## src/rtl/intr_pkg.sv

```systemverilog
// intr_pkg: shared constants, FSM state encoding and the priority picker
// used by the interrupt controller.
package intr_pkg;

  // Number of request lines; must match the vector decoder select width.
  localparam int NINTR = 8;

  typedef enum logic [1:0] {
    ST_IDLE    = 2'd0,
    ST_REQ     = 2'd1,
    ST_SERVICE = 2'd2
  } intr_state_e;

  // One-hot of the lowest set bit (bit 0 has the highest priority).
  function automatic logic [NINTR-1:0] prio_onehot(input logic [NINTR-1:0] v);
    logic [NINTR-1:0] r;
    r = '0;
    for (int i = NINTR - 1; i >= 0; i--) begin
      if (v[i]) begin
        r    = '0;
        r[i] = 1'b1;
      end
    end
    return r;
  endfunction

endpackage

```

## src/rtl/intr_edge_det.sv

```systemverilog
// intr_edge_det: per-line rising-edge detector producing one-cycle pulses.
// Build option INTR_SYNC_EN: when defined, each line first passes through a
// two-flop synchronizer (lines asynchronous to clk); otherwise the lines are
// assumed synchronous and only a single history register is used.
module intr_edge_det
  import intr_pkg::*;
#(
  parameter int W = NINTR
) (
  input  logic         clk,
  input  logic         reset,
  input  logic [W-1:0] i_req,
  output logic [W-1:0] o_edge
);

  logic [W-1:0] w_lvl;
  logic [W-1:0] r_hist;

`ifdef INTR_SYNC_EN
  logic [W-1:0] r_sync1;
  logic [W-1:0] r_sync2;

  // Two-flop synchronizer bringing the request lines into the clk domain.
  always_ff @(posedge clk or negedge reset) begin
    if (!reset) begin
      r_sync1 <= '0;
      r_sync2 <= '0;
    end else begin
      r_sync1 <= i_req;
      r_sync2 <= r_sync1;
    end
  end

  assign w_lvl = r_sync2;
`else
  assign w_lvl = i_req;
`endif

  // Previous level of each line, used to spot 0->1 transitions.
  always_ff @(posedge clk or negedge reset) begin
    if (!reset) begin
      r_hist <= '0;
    end else begin
      r_hist <= w_lvl;
    end
  end

  assign o_edge = w_lvl & ~r_hist;

endmodule

```

## src/rtl/intr_ctrl.sv

```systemverilog
// intr_ctrl: interrupt controller in front of the CPU vector lookup.
// Captures request edges into a pending register, masks them, picks the
// lowest-index eligible line and runs an IDLE/REQ/SERVICE handshake with
// the CPU. All outputs come straight from flops.
// Build option INTR_SYNC_EN: adds a two-flop synchronizer on intr_req
// (see intr_edge_det).
module intr_ctrl
  import intr_pkg::*;
(
  input  logic             clk,
  input  logic             reset,
  input  logic [NINTR-1:0] intr_req,
  input  logic             mask_we,
  input  logic [NINTR-1:0] mask_in,
  input  logic             intr_ack,
  input  logic             intr_ret,
  output logic             intr_out,
  output logic [NINTR-1:0] intr_selec,
  output logic             in_service,
  output logic [NINTR-1:0] pend_out
);

  logic [NINTR-1:0] w_edge;
  logic [NINTR-1:0] w_elig;
  logic [NINTR-1:0] w_clr;
  logic [NINTR-1:0] w_selec_nxt;
  logic [NINTR-1:0] r_pend;
  logic [NINTR-1:0] r_mask;
  logic [NINTR-1:0] r_selec;
  logic             r_intr_out;
  logic             r_in_service;
  intr_state_e      r_state;
  intr_state_e      w_state_nxt;

  intr_edge_det #(
    .W (NINTR)
  ) u_edge_det (
    .clk    (clk),
    .reset  (reset),
    .i_req  (intr_req),
    .o_edge (w_edge)
  );

  // Masked lines keep accumulating pending; only eligibility is gated.
  assign w_elig = r_pend & r_mask;

  // Next-state and selection logic; the selection is frozen outside IDLE,
  // so a mask write during REQ never withdraws the latched request.
  always_comb begin
    w_state_nxt = r_state;
    w_selec_nxt = r_selec;
    w_clr       = '0;
    case (r_state)
      ST_IDLE: begin
        w_selec_nxt = '0;
        if (|w_elig) begin
          w_state_nxt = ST_REQ;
          w_selec_nxt = prio_onehot(w_elig);
        end
      end
      ST_REQ: begin
        if (intr_ack) begin
          w_state_nxt = ST_SERVICE;
          w_clr       = r_selec;
        end
      end
      ST_SERVICE: begin
        if (intr_ret) begin
          w_state_nxt = ST_IDLE;
          w_selec_nxt = '0;
        end
      end
      default: begin
        w_state_nxt = ST_IDLE;
        w_selec_nxt = '0;
      end
    endcase
  end

  // FSM state register.
  always_ff @(posedge clk or negedge reset) begin
    if (!reset) begin
      r_state <= ST_IDLE;
    end else begin
      r_state <= w_state_nxt;
    end
  end

  // Registered handshake outputs, decoded from the next state.
  always_ff @(posedge clk or negedge reset) begin
    if (!reset) begin
      r_selec      <= '0;
      r_intr_out   <= 1'b0;
      r_in_service <= 1'b0;
    end else begin
      r_selec      <= w_selec_nxt;
      r_intr_out   <= (w_state_nxt == ST_REQ);
      r_in_service <= (w_state_nxt == ST_SERVICE);
    end
  end

  // Pending register: a new edge beats a same-cycle ack clear.
  always_ff @(posedge clk or negedge reset) begin
    if (!reset) begin
      r_pend <= '0;
    end else begin
      r_pend <= (r_pend & ~w_clr) | w_edge;
    end
  end

  // Mask register, loaded by the CPU.
  always_ff @(posedge clk or negedge reset) begin
    if (!reset) begin
      r_mask <= '0;
    end else if (mask_we) begin
      r_mask <= mask_in;
    end
  end

  assign intr_out   = r_intr_out;
  assign intr_selec = r_selec;
  assign in_service = r_in_service;
  assign pend_out   = r_pend;

endmodule

```

## config.mk

```make
export PLATFORM = sky130hd
export DESIGN_NAME = intr_ctrl
export DESIGN_NICKNAME = d
export VERILOG_FILES = /design/src/rtl/intr_pkg.sv /design/src/rtl/intr_edge_det.sv /design/src/rtl/intr_ctrl.sv
export SDC_FILE = /design/constraint.sdc
export NUM_CORES = 1
export LEC_CHECK = 0
export ABC_AREA = 0
export CAP_MARGIN = 20
export CORE_UTILIZATION = 30
export DETAILED_ROUTE_END_ITERATION = 6
export PLACE_DENSITY = 0.58
export RECOVER_POWER = 50
export SKIP_LAST_GASP = 1
export SLEW_MARGIN = 30
export SYNTH_ARGS = -nofsm -noshare
export SYNTH_HDL_FRONTEND = slang
export SYNTH_SLANG_ARGS = --single-unit
```

## constraint.sdc

```tcl
create_clock -name clk -period 1.5 [get_ports clk]
set_clock_uncertainty 0.1 [all_clocks]
set_input_delay 0.225 -clock clk [delete_from_list [all_inputs] [get_ports clk]]
set_output_delay 0.225 -clock clk [all_outputs]
set_load 0.01 [all_outputs]
```

---- Word level (Yosys, flattened, before mapping) ----
Index checks and enable logic that the tools add are counted.
cells by class
  $add $sub $neg .......................... 0
  multipliers ............................. 0
  divide/modulo/power cells ............... 0
  order comparisons ....................... 0
  eq/ne operators ......................... 5
  shift-type cells ........................ 0
  multiplexer cells ....................... 17
  bitwise gates (word level) .............. 7
  reductions and logical operators ........ 3
operators with widths
  operator              number
  $mux W8               12
  $and A8 B8 Y8         3
  $pmux W8 S3           1
  $not A8 Y8            2
  $or A8 B8 Y8          1
  $reduce_or A8 Y1      1
  $mux W2               3
  $pmux W2 S3           1
  $eq A2 B1 Y1 const B  2
  $eq A2 B2 Y1 const B  2
  $logic_not A2 Y1      1
  $ne A2 B2 Y1 const B  1
  $reduce_and A2 Y1     1
  $not A1 Y1            1
storage, ports and cells
  flip-flop bits (word level) ............. 36
  latch bits .............................. 0
  RAM bits ................................ 0
  memory bits (read-only) ................. 0
  input bits .............................. 21
  output and inout port bits .............. 18
  word-level logic and storage cells ...... 39
  memories ................................ 0

---- Longest topological paths before layout ----
Gate-level depths: netlist of run 1.
  depth in word-level cells ............... 11
  depth in mapped cells ................... 5
  mapped depth without buffers ............ 3

---- Hierarchy ----
From an unflattened synthesis of run 1, not the netlist that was laid out.
second synthesis, totals
  cells, all modules ...................... 104
  area total of the unflattened synthesis .. 1,452.6 µm²
by module, submodules not included
  module         instances  cells an instance  area an instance (µm²)  seq. area each (µm²)
  intr_ctrl      1          88                 1,142.3                 700.7
  intr_edge_det  1          16                 310.3                   200.2

---- Least setup slack after synthesis of run 1 ----
No wires, ideal clock.
  path type ............................... register to register
  start ................................... register r_pend[1] (netlist: pend_out[1])
  end ..................................... register r_selec[7] (netlist: intr_selec[7])
  setup time .............................. 78 ps
  arrival time ............................ 1,165 ps
  data required time ...................... 1,322 ps
  setup slack ............................. 157 ps
  stages on the path, launching flop included .. 4
  path buffers ............................ 0
  period minus slack after synthesis ...... 1,343 ps
  path through ............................ dfrtp_1 -> a222oi_1 -> nand2_2 -> o2bb2ai_1
on the way
  longest elaborated chain between the ends .. 5
  elaborated cells between the ends (all ways) .. 6
  classes of those cells .................. mux (4); bitwise (1); reduce/logical (1)
ends and longest elaborated chain
  what                      line              text
  start: declaration        intr_ctrl.sv:27   logic [NINTR-1:0] r_pend;
  start signal: assignment  intr_ctrl.sv:107  r_pend <= (r_pend & ~w_clr) | w_edge;
  $and A8 B8 Y8 (*)         intr_ctrl.sv:45   assign w_elig = r_pend & r_mask;
  $mux W8 (2 in series)     intr_pkg.sv:19    if (v[i]) begin
  $mux W8 (*)               intr_ctrl.sv:56   if (|w_elig) begin
  $pmux W8 S3 (*)           intr_ctrl.sv:53   case (r_state)
  end signal: assignment    intr_ctrl.sv:96   r_selec <= w_selec_nxt;
  end: declaration          intr_ctrl.sv:29   logic [NINTR-1:0] r_selec;
Every way passes the cells marked *; elsewhere a longest branch is shown, timed or not.
A chain may end at the register's enable or synchronous reset.

---- Final worst setup path of run 1 ----
  start ................................... register r_pend[1] (netlist: pend_out[1])
  end ..................................... register r_intr_out (netlist: intr_out)
on the way
  longest elaborated chain between the ends .. 5
ends and longest elaborated chain
  what                    line             text
  $and A8 B8 Y8           intr_ctrl.sv:45
  $reduce_or A8 Y1        intr_ctrl.sv:56
  $mux W2                 intr_ctrl.sv:56
  $pmux W2 S3             intr_ctrl.sv:53
  $eq A2 B1 Y1            intr_ctrl.sv:97  r_intr_out <= (w_state_nxt == ST_REQ);
  end signal: assignment  intr_ctrl.sv:97
  end: declaration        intr_ctrl.sv:30  logic r_intr_out;
Every way passes these cells.

==> results.sh, run 1 <==
export IMPL_via_per_inst=4.847
export IMPL_critPathKind="flip-flop to flip-flop"
export IMPL_crit_arrival_ps=1500
export IMPL_timing_rr_end="intr_out"
export IMPL_drt_wl_total_um=3026
export IMPL_drive_above_1_share_pct=23.31
export IMPL_ys_warnings_count=0
export IMPL_syn_area_per_cell_sq_um=13.13
export IMPL_clk_latency_ps=280
export IMPL_power_mw=2.783
export IMPL_rsz0062_at_grt="yes"
export IMPL_holdWs_ps=418.3
export IMPL_hold_viol=0
export IMPL_synth_seq_area_share_pct=65.99
export IMPL_grt_ovfl_total=0
export IMPL_gp_congestion=0.7795
export IMPL_fillers=398
export IMPL_numCtsBuffers=5
export IMPL_areaGrowthSynthToFinish_pct=48.21
export IMPL_yosys_top_cells_area="dfrtp_1, mux2_2, a22o_1, nand2_1, o2bb2ai_1"
export IMPL_io_pins=39
export IMPL_dieArea_sq_um=4824
export IMPL_synth_seq_cells=36
export IMPL_syn_num_nets=125
export IMPL_setup_violations_final=0
export IMPL_start_util_pct=31.35
export IMPL_holdPathEnd="intr_selec[1]"
export IMPL_io_buffer_count=38
export IMPL_cts_clk_slew_worst_paths_ps=70
export IMPL_place_hpwl_um=2195
export IMPL_ant_nets=0
export IMPL_die_h_um=69.46
export IMPL_status="completed"
export IMPL_required_ps=1540
export IMPL_synth_largest_area_cell="dfrtp_1"
export IMPL_r2r_slack_ps=50
export IMPL_coreArea_sq_um=4354
export IMPL_drv_slew=0
export IMPL_setup_slack_ps=45.40
export IMPL_cts_tree="yes"
export IMPL_powerDensity_nw_per_um2=1376
export IMPL_dp_slack_ps=-14.76
export IMPL_drc=0
export IMPL_max_vdd_ir_drop_v=0.0004266
export IMPL_die_width_um=69.46
export IMPL_layout_min_cycle_time_ps=1455
export IMPL_holdPathStages=1
export IMPL_fin_crit_sh_pct=96.97
export IMPL_final_cell_mix="dfrtp_1, nand2_1, dlygate4sd2_1, buf_4, clkdlybuf4s50_1"
export IMPL_syn_area_sq_um=1365
export IMPL_worstRegToRegCells=5
export IMPL_layout_cells_most_common="dfrtp_1"
export IMPL_postPlaceCellArea_sq_um=1877
export IMPL_worstMarginPinSlew_ps=872.1
export IMPL_finalSetupTns_ps=0
export IMPL_cts_sinks=36
export IMPL_min_path_type="flip-flop to flip-flop"
export IMPL_vias=1042
export IMPL_drv_cap=0
export IMPL_cp_start_kind="flip-flop"
export IMPL_drtPass1Iterations=4
export IMPL_hp_start="intr_selec[1]"
export IMPL_clock_fmax_ghz=0.6875
export IMPL_cellLeakagePower_nw=0.9472
export IMPL_netlist_instances=104
export IMPL_r2r_start="pend_out[1]"
export IMPL_first_iter_violations=34
export IMPL_yosysTopAreaCellShare_pct=65.99
export IMPL_nets=183
export IMPL_grt_total_usage_pct=13.85
export IMPL_drt_wirelength_per_cell_um=14.07
export IMPL_finalInstanceArea_sq_um=2023
export IMPL_end_kind="flip-flop"
export IMPL_root_buffer="clkbuf_8"
export IMPL_grt_max_degree=37
export IMPL_grt_pass1_vias=1071
export IMPL_worstPathMaxFanout=4
export IMPL_max_slew_margin_pct=41.86
export IMPL_htreeDepth=2
export IMPL_num_rows=24
export IMPL_antenna_cells=0
export IMPL_ys_types=23
export IMPL_clockBufferDepth=2
export IMPL_antenna_found_initial=0
export IMPL_grt_pass1_wl_um=5175
## through the flow
step           util, %  std cells
2_1_floorplan        -        104
3_3_place_gp     43.10        200
3_5_place_dp     43.10        200
4_1_cts          45.63        213
5_1_grt          46.47        215
6_report         46.47        215
## layout make-up
cell class | instances | area, sq um | share of cell area (%)
clock buffers | 8 | 90.09 | 4.453
inverters | 8 | 30.03 | 1.484
multi-input cells | 57 | 445.4 | 22.02
flip-flops and latches | 36 | 900.9 | 44.53
well taps | 52 | 65.06 | 3.216
repair buffers | 54 | 491.7 | 24.30
## synth_stat cells
| cell | n |
|---|---|
| a211oi_1 | 1 |
| a21o_1 | 3 |
| a21oi_1 | 1 |
| a221oi_1 | 1 |
| a222oi_1 | 2 |
| a22o_1 | 7 |
| a22o_2 | 1 |
| a31o_2 | 1 |
| a31oi_1 | 2 |
| a32o_1 | 1 |
| and3b_1 | 1 |
| buf_2 | 2 |
| clkbuf_1 | 1 |
| dfrtp_1 | 36 |
| inv_1 | 8 |
| mux2_2 | 9 |
| nand2_1 | 14 |
| nand2_2 | 1 |
| nand3_1 | 3 |
| nand3b_1 | 1 |
| nand4_1 | 1 |
| nor2_1 | 1 |
| o2bb2ai_1 | 6 |
## logic make-up (layout without fill, tap and decap cells)
kind of cell,count (synthesis),after routing,share of synthesized area (%)
and+or+nand+nor,22,22,7.333
buffers and inverters,11,70,3.208
AOI/OAI and AO/OA,26,26,16.04
DFF,36,36,65.99
muxes,9,9,7.425
## how the worst max path moves through the flow
stage / startpoint / end / slack [ps] / cells past startpoint
after CTS: pend_out[1] / pend_out[1] / -20 / 1
after global routing: pend_out[1] / intr_selec[6] / -50 / 5
after global placement: intr_ret / intr_selec[1] / -8 / 4
after floorplan: pend_out[1] / intr_selec[7] / 160 / 3
after detailed placement: intr_ack / pend_out[1] / -10 / 5
final: pend_out[1] / intr_out / 50 / 5
## where the power goes
group	total [mW]	switching [mW]	internal, mW
Sequential	1.27	0.139	1.13
Clock	0.684	0.310	0.374
Combinational	0.827	0.367	0.460
Total	2.78	0.816	1.97
## state kept, by name, indices dropped and copies added (netlist names)
| signal | cells |
|---|---|
| intr_selec | 8 |
| u_edge_det.r_hist | 8 |
| r_state | 2 |
| r_mask | 8 |
| in_service | 1 |
| intr_out | 1 |
| pend_out | 8 |
## what timing repair did
item	4_1_cts	5_1_grt
buffers inserted	5	2
gates resized for setup	14	8
endpoints found under the setup margin	16	9
pin swaps	0	2
hold buffers	0	0
## critical path, stage by stage, from the launching register on
cell and delay [ps]:
dfrtp_1 400, buf_6 130, a222oi_1 330, buf_4 180
buf_4 110, a31oi_1 80
## per-layer routing
| layer | part of all wire, % | GRT usage (%) | vias up |
|---|---|---|---|
| met1 | 43 | 16.24 | 514 |
| met4 | 2.6 | 7.029 | 0 |
| met3 | 5.7 | 5.087 | 8 |
| met2 | 48 | 22.22 | 27 |
| li1 | - | - | 493 |
| met5 | 0 | 0 | - |
Note: power is estimated with default switching activity, not from simulation.
==> run 2, diff against run 1 <==
--- a/config.mk
+++ b/config.mk
@@ -9,8 +9,10 @@
 export CAP_MARGIN = 20
 export CORE_UTILIZATION = 30
 export DETAILED_ROUTE_END_ITERATION = 6
-export PLACE_DENSITY = 0.58
+export DONT_BUFFER_PORTS = 1
+export PLACE_DENSITY = 0.47
 export RECOVER_POWER = 50
+export SETUP_SLACK_MARGIN = 0.2
 export SKIP_LAST_GASP = 1
 export SLEW_MARGIN = 30
 export SYNTH_ARGS = -nofsm -noshare
==> results.sh, run 2 (synthesis gave the netlist of run 1 again) <==
export IMPL_holdPathEnd="r_state[0]"
export IMPL_holdWs_ps=31.96
export IMPL_drv_slew=0
export IMPL_timing_rr_end="intr_out"
export IMPL_finalInstanceArea_sq_um=1881
export IMPL_hp_start="intr_ack"
export IMPL_status="completed"
export IMPL_end_kind="flip-flop"
export IMPL_instances_no_fill=195
export IMPL_crit_arrival_ps=1370
export IMPL_drv_cap=0
export IMPL_die_h_um=69.46
export IMPL_cellLeakagePower_nw=0.8529
export IMPL_share_seq_of_total_power_pct=49.2
export IMPL_p_comb_share_pct=25.1
export IMPL_final_cell_mix="dfrtp_1, dlygate4sd3_1, nand2_1, buf_4"
export IMPL_coreArea_sq_um=4354
export IMPL_root_buffer="clkbuf_8"
export IMPL_numCtsBuffers=5
export IMPL_drt_wl_total_um=2977
export IMPL_htreeDepth=2
export IMPL_internal_power_mw=1.877
export IMPL_drt_wirelength_per_cell_um=15.27
export IMPL_power_mw=2.749
export IMPL_dieArea_sq_um=4824
export IMPL_max_stage_delay_ps=390
export IMPL_holdPathStages=2
export IMPL_ant_nets=0
export IMPL_io_buffer_count=0
export IMPL_drc=0
export IMPL_min_path_type="primary input to flip-flop"
export IMPL_path_cells="a222oi_1 > buf_4 > a31oi_1"
export IMPL_io_pins=39
export IMPL_netSwitchingFraction_pct=31.73
export IMPL_cp_start_kind="flip-flop"
export IMPL_layout_min_cycle_time_ps=1332
export IMPL_crit_buf_inv=1
export IMPL_seqCellArea_sq_um=904.6
export IMPL_vias=966
export IMPL_cts_clk_slew_worst_paths_ps=70
export IMPL_antenna_found_initial=0
export IMPL_crit_slowest_cell="dfrtp_1"
export IMPL_via_per_inst=4.954
export IMPL_grt_max_degree=37
export IMPL_first_iter_violations=45
export IMPL_max_slew_margin_pct=47.43
export IMPL_grt_ovfl_total=0
export IMPL_clk_latency_ps=280
export IMPL_die_width_um=69.46
export IMPL_grt_pass1_vias=963
export IMPL_nets=163
export IMPL_startpoint="pend_out[1]"
export IMPL_place_hpwl_um=2072
export IMPL_clock_fmax_ghz=0.7505
export IMPL_cts_tree="yes"
export IMPL_powerDensity_nw_per_um2=1462
export IMPL_worstPathMaxFanout=3
export IMPL_power_switching_mw=0.8723
export IMPL_multiInputGateArea_sq_um=483.0
export IMPL_required_ps=1530
export IMPL_areaGrowthSynthToFinish_pct=37.76
export IMPL_drtPass1Iterations=4
export IMPL_cp_top_family="compound AO/OA/AOI/OAI gates"
export IMPL_gp_congestion=0.7146
export IMPL_r2r_slack_ps=170
export IMPL_grt_total_usage_pct=13.74
export IMPL_num_rows=24
export IMPL_worstRegToRegCells=3
export IMPL_cts_sinks=36
export IMPL_layout_cells_most_common="dfrtp_1"
export IMPL_placedCellCount=163
export IMPL_r2r_start="pend_out[1]"
export IMPL_fillers=410
export IMPL_drive_above_1_share_pct=32.17
export IMPL_critPathKind="flip-flop to flip-flop"
export IMPL_max_vdd_ir_drop_v=0.0005818
export IMPL_antenna_cells=0
export IMPL_rsz0062_at_grt="yes"
export IMPL_p_clk_share_pct=25.7
export IMPL_setup_violations_final=0
export IMPL_grt_pass1_wl_um=5030
export IMPL_cp_depth=3
export IMPL_fin_crit_sh_pct=88.83
export IMPL_clockBufferDepth=2
export IMPL_postPlaceCellArea_sq_um=1491
export IMPL_hold_viol=0
export IMPL_worstMarginPinSlew_ps=788.6
export IMPL_finalSetupTns_ps=0
export IMPL_start_util_pct=31.35
-- run 2: cell count changes in the layout (fill, tap and decap cells not counted), sizes merged --
cell	delta
clkdlybuf4s25	+1
clkbuf	-1
dlymetal6s2s	-3
dlygate4sd2	-14
dlygate4sd3	+9
clkdlybuf4s50	-12
-- run 2: per-stage QoR --
stage | setup slack [ps] | utilization [%]
after CTS | 150.4 | 42.47
after floorplan | 184.7 | -
final | 167.6 | 43.19
after global routing | 44.51 | 43.19
after global placement | 114.0 | 34.25
after detailed placement | 119.7 | 34.25
-- run 2: what timing repair did --
action | CTS | global route
hold buffers | 19 | 1
setup buffers | 3 | 1
pin swaps | 2 | 7
resized for setup | 12 | 7
cloned | 0 | 0
hold endpoints to repair | 60 | 1
setup endpoints to repair | 17 | 24
-- run 2: routing by layer --
layer	track usage, %	vias up	share of wire [%]	routed length [um]
li1	-	452	-	-
met1	17.33	479	46	1360
met2	20.82	28	46	1381
met3	4.506	7	5.8	174
met4	7.483	0	2.0	61
met5	0	-	0	0
-- run 2: layout make-up --
| type | instances | area share, % |
|---|---|---|
| repair buffers | 34 | 16.37 |
| inverters | 8 | 1.597 |
| clock buffers | 8 | 4.790 |
| flip-flops and latches | 36 | 48.10 |
| multi-input cells | 57 | 25.68 |
| well taps | 52 | 3.460 |
-- run 2: worst register-to-register path, delay by kind of cell, from the launching register on --
family                 cells  cell delay (ps)
flip-flops                 1              390
buffers and inverters      1              200
AO/OA/AOI/OAI              2              490
-- run 2: worst max-delay path by stage --
stage	endpoint
5_1_grt	intr_selec[7]
6_report	intr_out
3_5_place_dp	intr_selec[4]
4_1_cts	intr_selec[4]
3_3_place_gp	intr_selec[6]
2_1_floorplan	intr_selec[4]
-- run 2: power by group through the flow --
stage          clock network (mW)  registers [mW]  logic (mW)
2_1_floorplan                   0            1.31       0.345
3_3_place_gp                    0            1.35       0.493
3_5_place_dp                    0            1.35       0.498
4_1_cts                     0.722            1.34       0.658
5_1_grt                     0.771            1.37       0.753
6_report                    0.708            1.35       0.690
==> run 3, diff against run 2 <==
--- a/config.mk
+++ b/config.mk
@@ -7,10 +7,12 @@
 export LEC_CHECK = 0
 export ABC_AREA = 0
 export CAP_MARGIN = 20
+export CELL_PAD_IN_SITES_DETAIL_PLACEMENT = 0
+export CELL_PAD_IN_SITES_GLOBAL_PLACEMENT = 2
 export CORE_UTILIZATION = 30
 export DETAILED_ROUTE_END_ITERATION = 6
 export DONT_BUFFER_PORTS = 1
-export PLACE_DENSITY = 0.47
+export PLACE_DENSITY = 0.63
 export RECOVER_POWER = 50
 export SETUP_SLACK_MARGIN = 0.2
 export SKIP_LAST_GASP = 1
==> results.sh, run 3 (synthesis gave the netlist of run 1 again) <==
export IMPL_cts_clk_slew_worst_paths_ps=70
export IMPL_finalSetupTns_ps=0
export IMPL_layout_min_cycle_time_ps=1348
export IMPL_drt_wirelength_per_cell_um=16.23
export IMPL_via_per_inst=5.021
export IMPL_die_width_um=69.46
export IMPL_vias=974
export IMPL_coreArea_sq_um=4354
export IMPL_areaGrowthSynthToFinish_pct=36.76
export IMPL_worstPathMaxFanout=4
export IMPL_hold_viol=0
export IMPL_fillers=415
export IMPL_gp_congestion=0.7537
export IMPL_place_hpwl_um=2136
export IMPL_clock_fmax_ghz=0.7417
export IMPL_grt_pass1_vias=1057
export IMPL_r2r_slack_ps=150
export IMPL_grt_max_degree=37
export IMPL_max_stage_delay_ps=390
export IMPL_start_util_pct=31.35
export IMPL_drc=0
export IMPL_startpoint="r_mask[1]"
export IMPL_dieArea_sq_um=4824
export IMPL_power_mw=2.738
export IMPL_max_slew_margin_pct=47.23
export IMPL_crit_arrival_ps=1460
export IMPL_grt_pass1_wl_um=5306
export IMPL_max_vdd_ir_drop_v=0.0006247
export IMPL_clk_latency_ps=280
export IMPL_numCtsBuffers=5
export IMPL_cellLeakagePower_nw=0.8488
export IMPL_required_ps=1610
export IMPL_antenna_cells=0
export IMPL_rsz0062_at_grt="yes"
export IMPL_worstMarginPinSlew_ps=791.5
export IMPL_num_rows=24
export IMPL_final_cell_mix="dfrtp_1, dlygate4sd3_1, buf_4, nand2_1"
export IMPL_io_buffer_count=0
export IMPL_root_buffer="clkbuf_8"
export IMPL_cts_sinks=36
export IMPL_placedCellCount=162
export IMPL_drtPass1Iterations=4
export IMPL_timing_rr_end="intr_selec[7]"
export IMPL_worstRegToRegCells=4
export IMPL_cts_tree="yes"
export IMPL_path_cells="a222oi_1 > buf_4 > nand2_4 > o2bb2ai_2"
export IMPL_ant_nets=0
export IMPL_drive_above_1_share_pct=34.51
export IMPL_cp_start_kind="flip-flop"
export IMPL_crit_slowest_cell="dfrtp_1"
export IMPL_cp_endpoint="intr_selec[7]"
export IMPL_postPlaceCellArea_sq_um=1484
export IMPL_drv_slew=0
export IMPL_io_pins=39
export IMPL_grt_total_usage_pct=14.44
export IMPL_finish_utilization_pct=42.87
export IMPL_clockBufferDepth=2
export IMPL_min_path_type="primary input to flip-flop"
export IMPL_instances_no_fill=194
export IMPL_die_h_um=69.46
export IMPL_drt_wl_total_um=3148
export IMPL_htreeDepth=2
export IMPL_nets=162
export IMPL_antenna_found_initial=0
export IMPL_r2r_start="r_mask[1]"
export IMPL_finalInstanceArea_sq_um=1867
export IMPL_first_iter_violations=63
export IMPL_fin_crit_sh_pct=89.89
export IMPL_setup_violations_final=0
export IMPL_critPathKind="flip-flop to flip-flop"
export IMPL_end_kind="flip-flop"
export IMPL_status="completed"
export IMPL_grt_ovfl_total=0
export IMPL_powerDensity_nw_per_um2=1467
export IMPL_drv_cap=0
export IMPL_layout_cells_most_common="dfrtp_1"
==> run 3: critical path, delay by kind of cell, from the launching register on <==
kind | cells | cell delay, ps
flip-flops | 1 | 390
buffers and inverters | 1 | 200
AO/OA/AOI/OAI | 2 | 530
AND/OR/NAND/NOR | 1 | 70
==> run 3: worst min path at each step <==
stage / cells past startpoint / endpoint / slack, ps / start
6_report: 1 / r_mask[6] / 2 / mask_we
5_1_grt: 1 / r_mask[6] / 3 / mask_we
4_1_cts: 1 / r_mask[2] / -10 / mask_we
3_5_place_dp: 0 / u_edge_det.r_hist[7] / -170 / reset
3_3_place_gp: 0 / u_edge_det.r_hist[7] / -170 / reset
2_1_floorplan: 0 / in_service / -170 / reset
==> run 3: routing by layer <==
layer / vias to the layer above / part of all wire [%] / global-route usage (%)
li1: 449 / - / -
met1: 491 / 42 / 17.09
met2: 27 / 49 / 22.98
met3: 7 / 7.0 / 6.105
met4: 0 / 2.3 / 6.122
met5: - / 0 / 0
==> run 3: what timing repair did <==
| item | 4_1_cts | 5_1_grt |
|---|---|---|
| gates resized for setup | 13 | 7 |
| endpoints found under the hold margin | 60 | 7 |
| buffers inserted | 3 | 2 |
| pin swaps | 4 | 7 |
| hold buffers | 18 | 1 |
| setup endpoints to repair | 17 | 17 |
==> run 3: where the power goes <==
part	switching, mW	internal (mW)
logic	0.324	0.364
clock network	0.325	0.374
registers	0.209	1.14
total	0.858	1.88
==> run 3: through the flow <==
stage | worst slack, ps | hold WS, ps
floorplan | 184.7 | -170.6
global placement | 163.6 | -169.7
detailed placement | 140.1 | -169.5
CTS | 168.0 | -12.13
global route | 53.53 | 2.694
finish | 151.7 | 2.103
==> run 3: layout make-up <==
cell class              count  area (sq um)  area share [%]
multi-input cells          57         478.0           25.60
repair buffers             33         297.8           15.95
well taps                  52         65.06           3.485
inverters                   8         30.03           1.609
clock buffers               8         90.09           4.826
flip-flops and latches     36         905.9           48.53
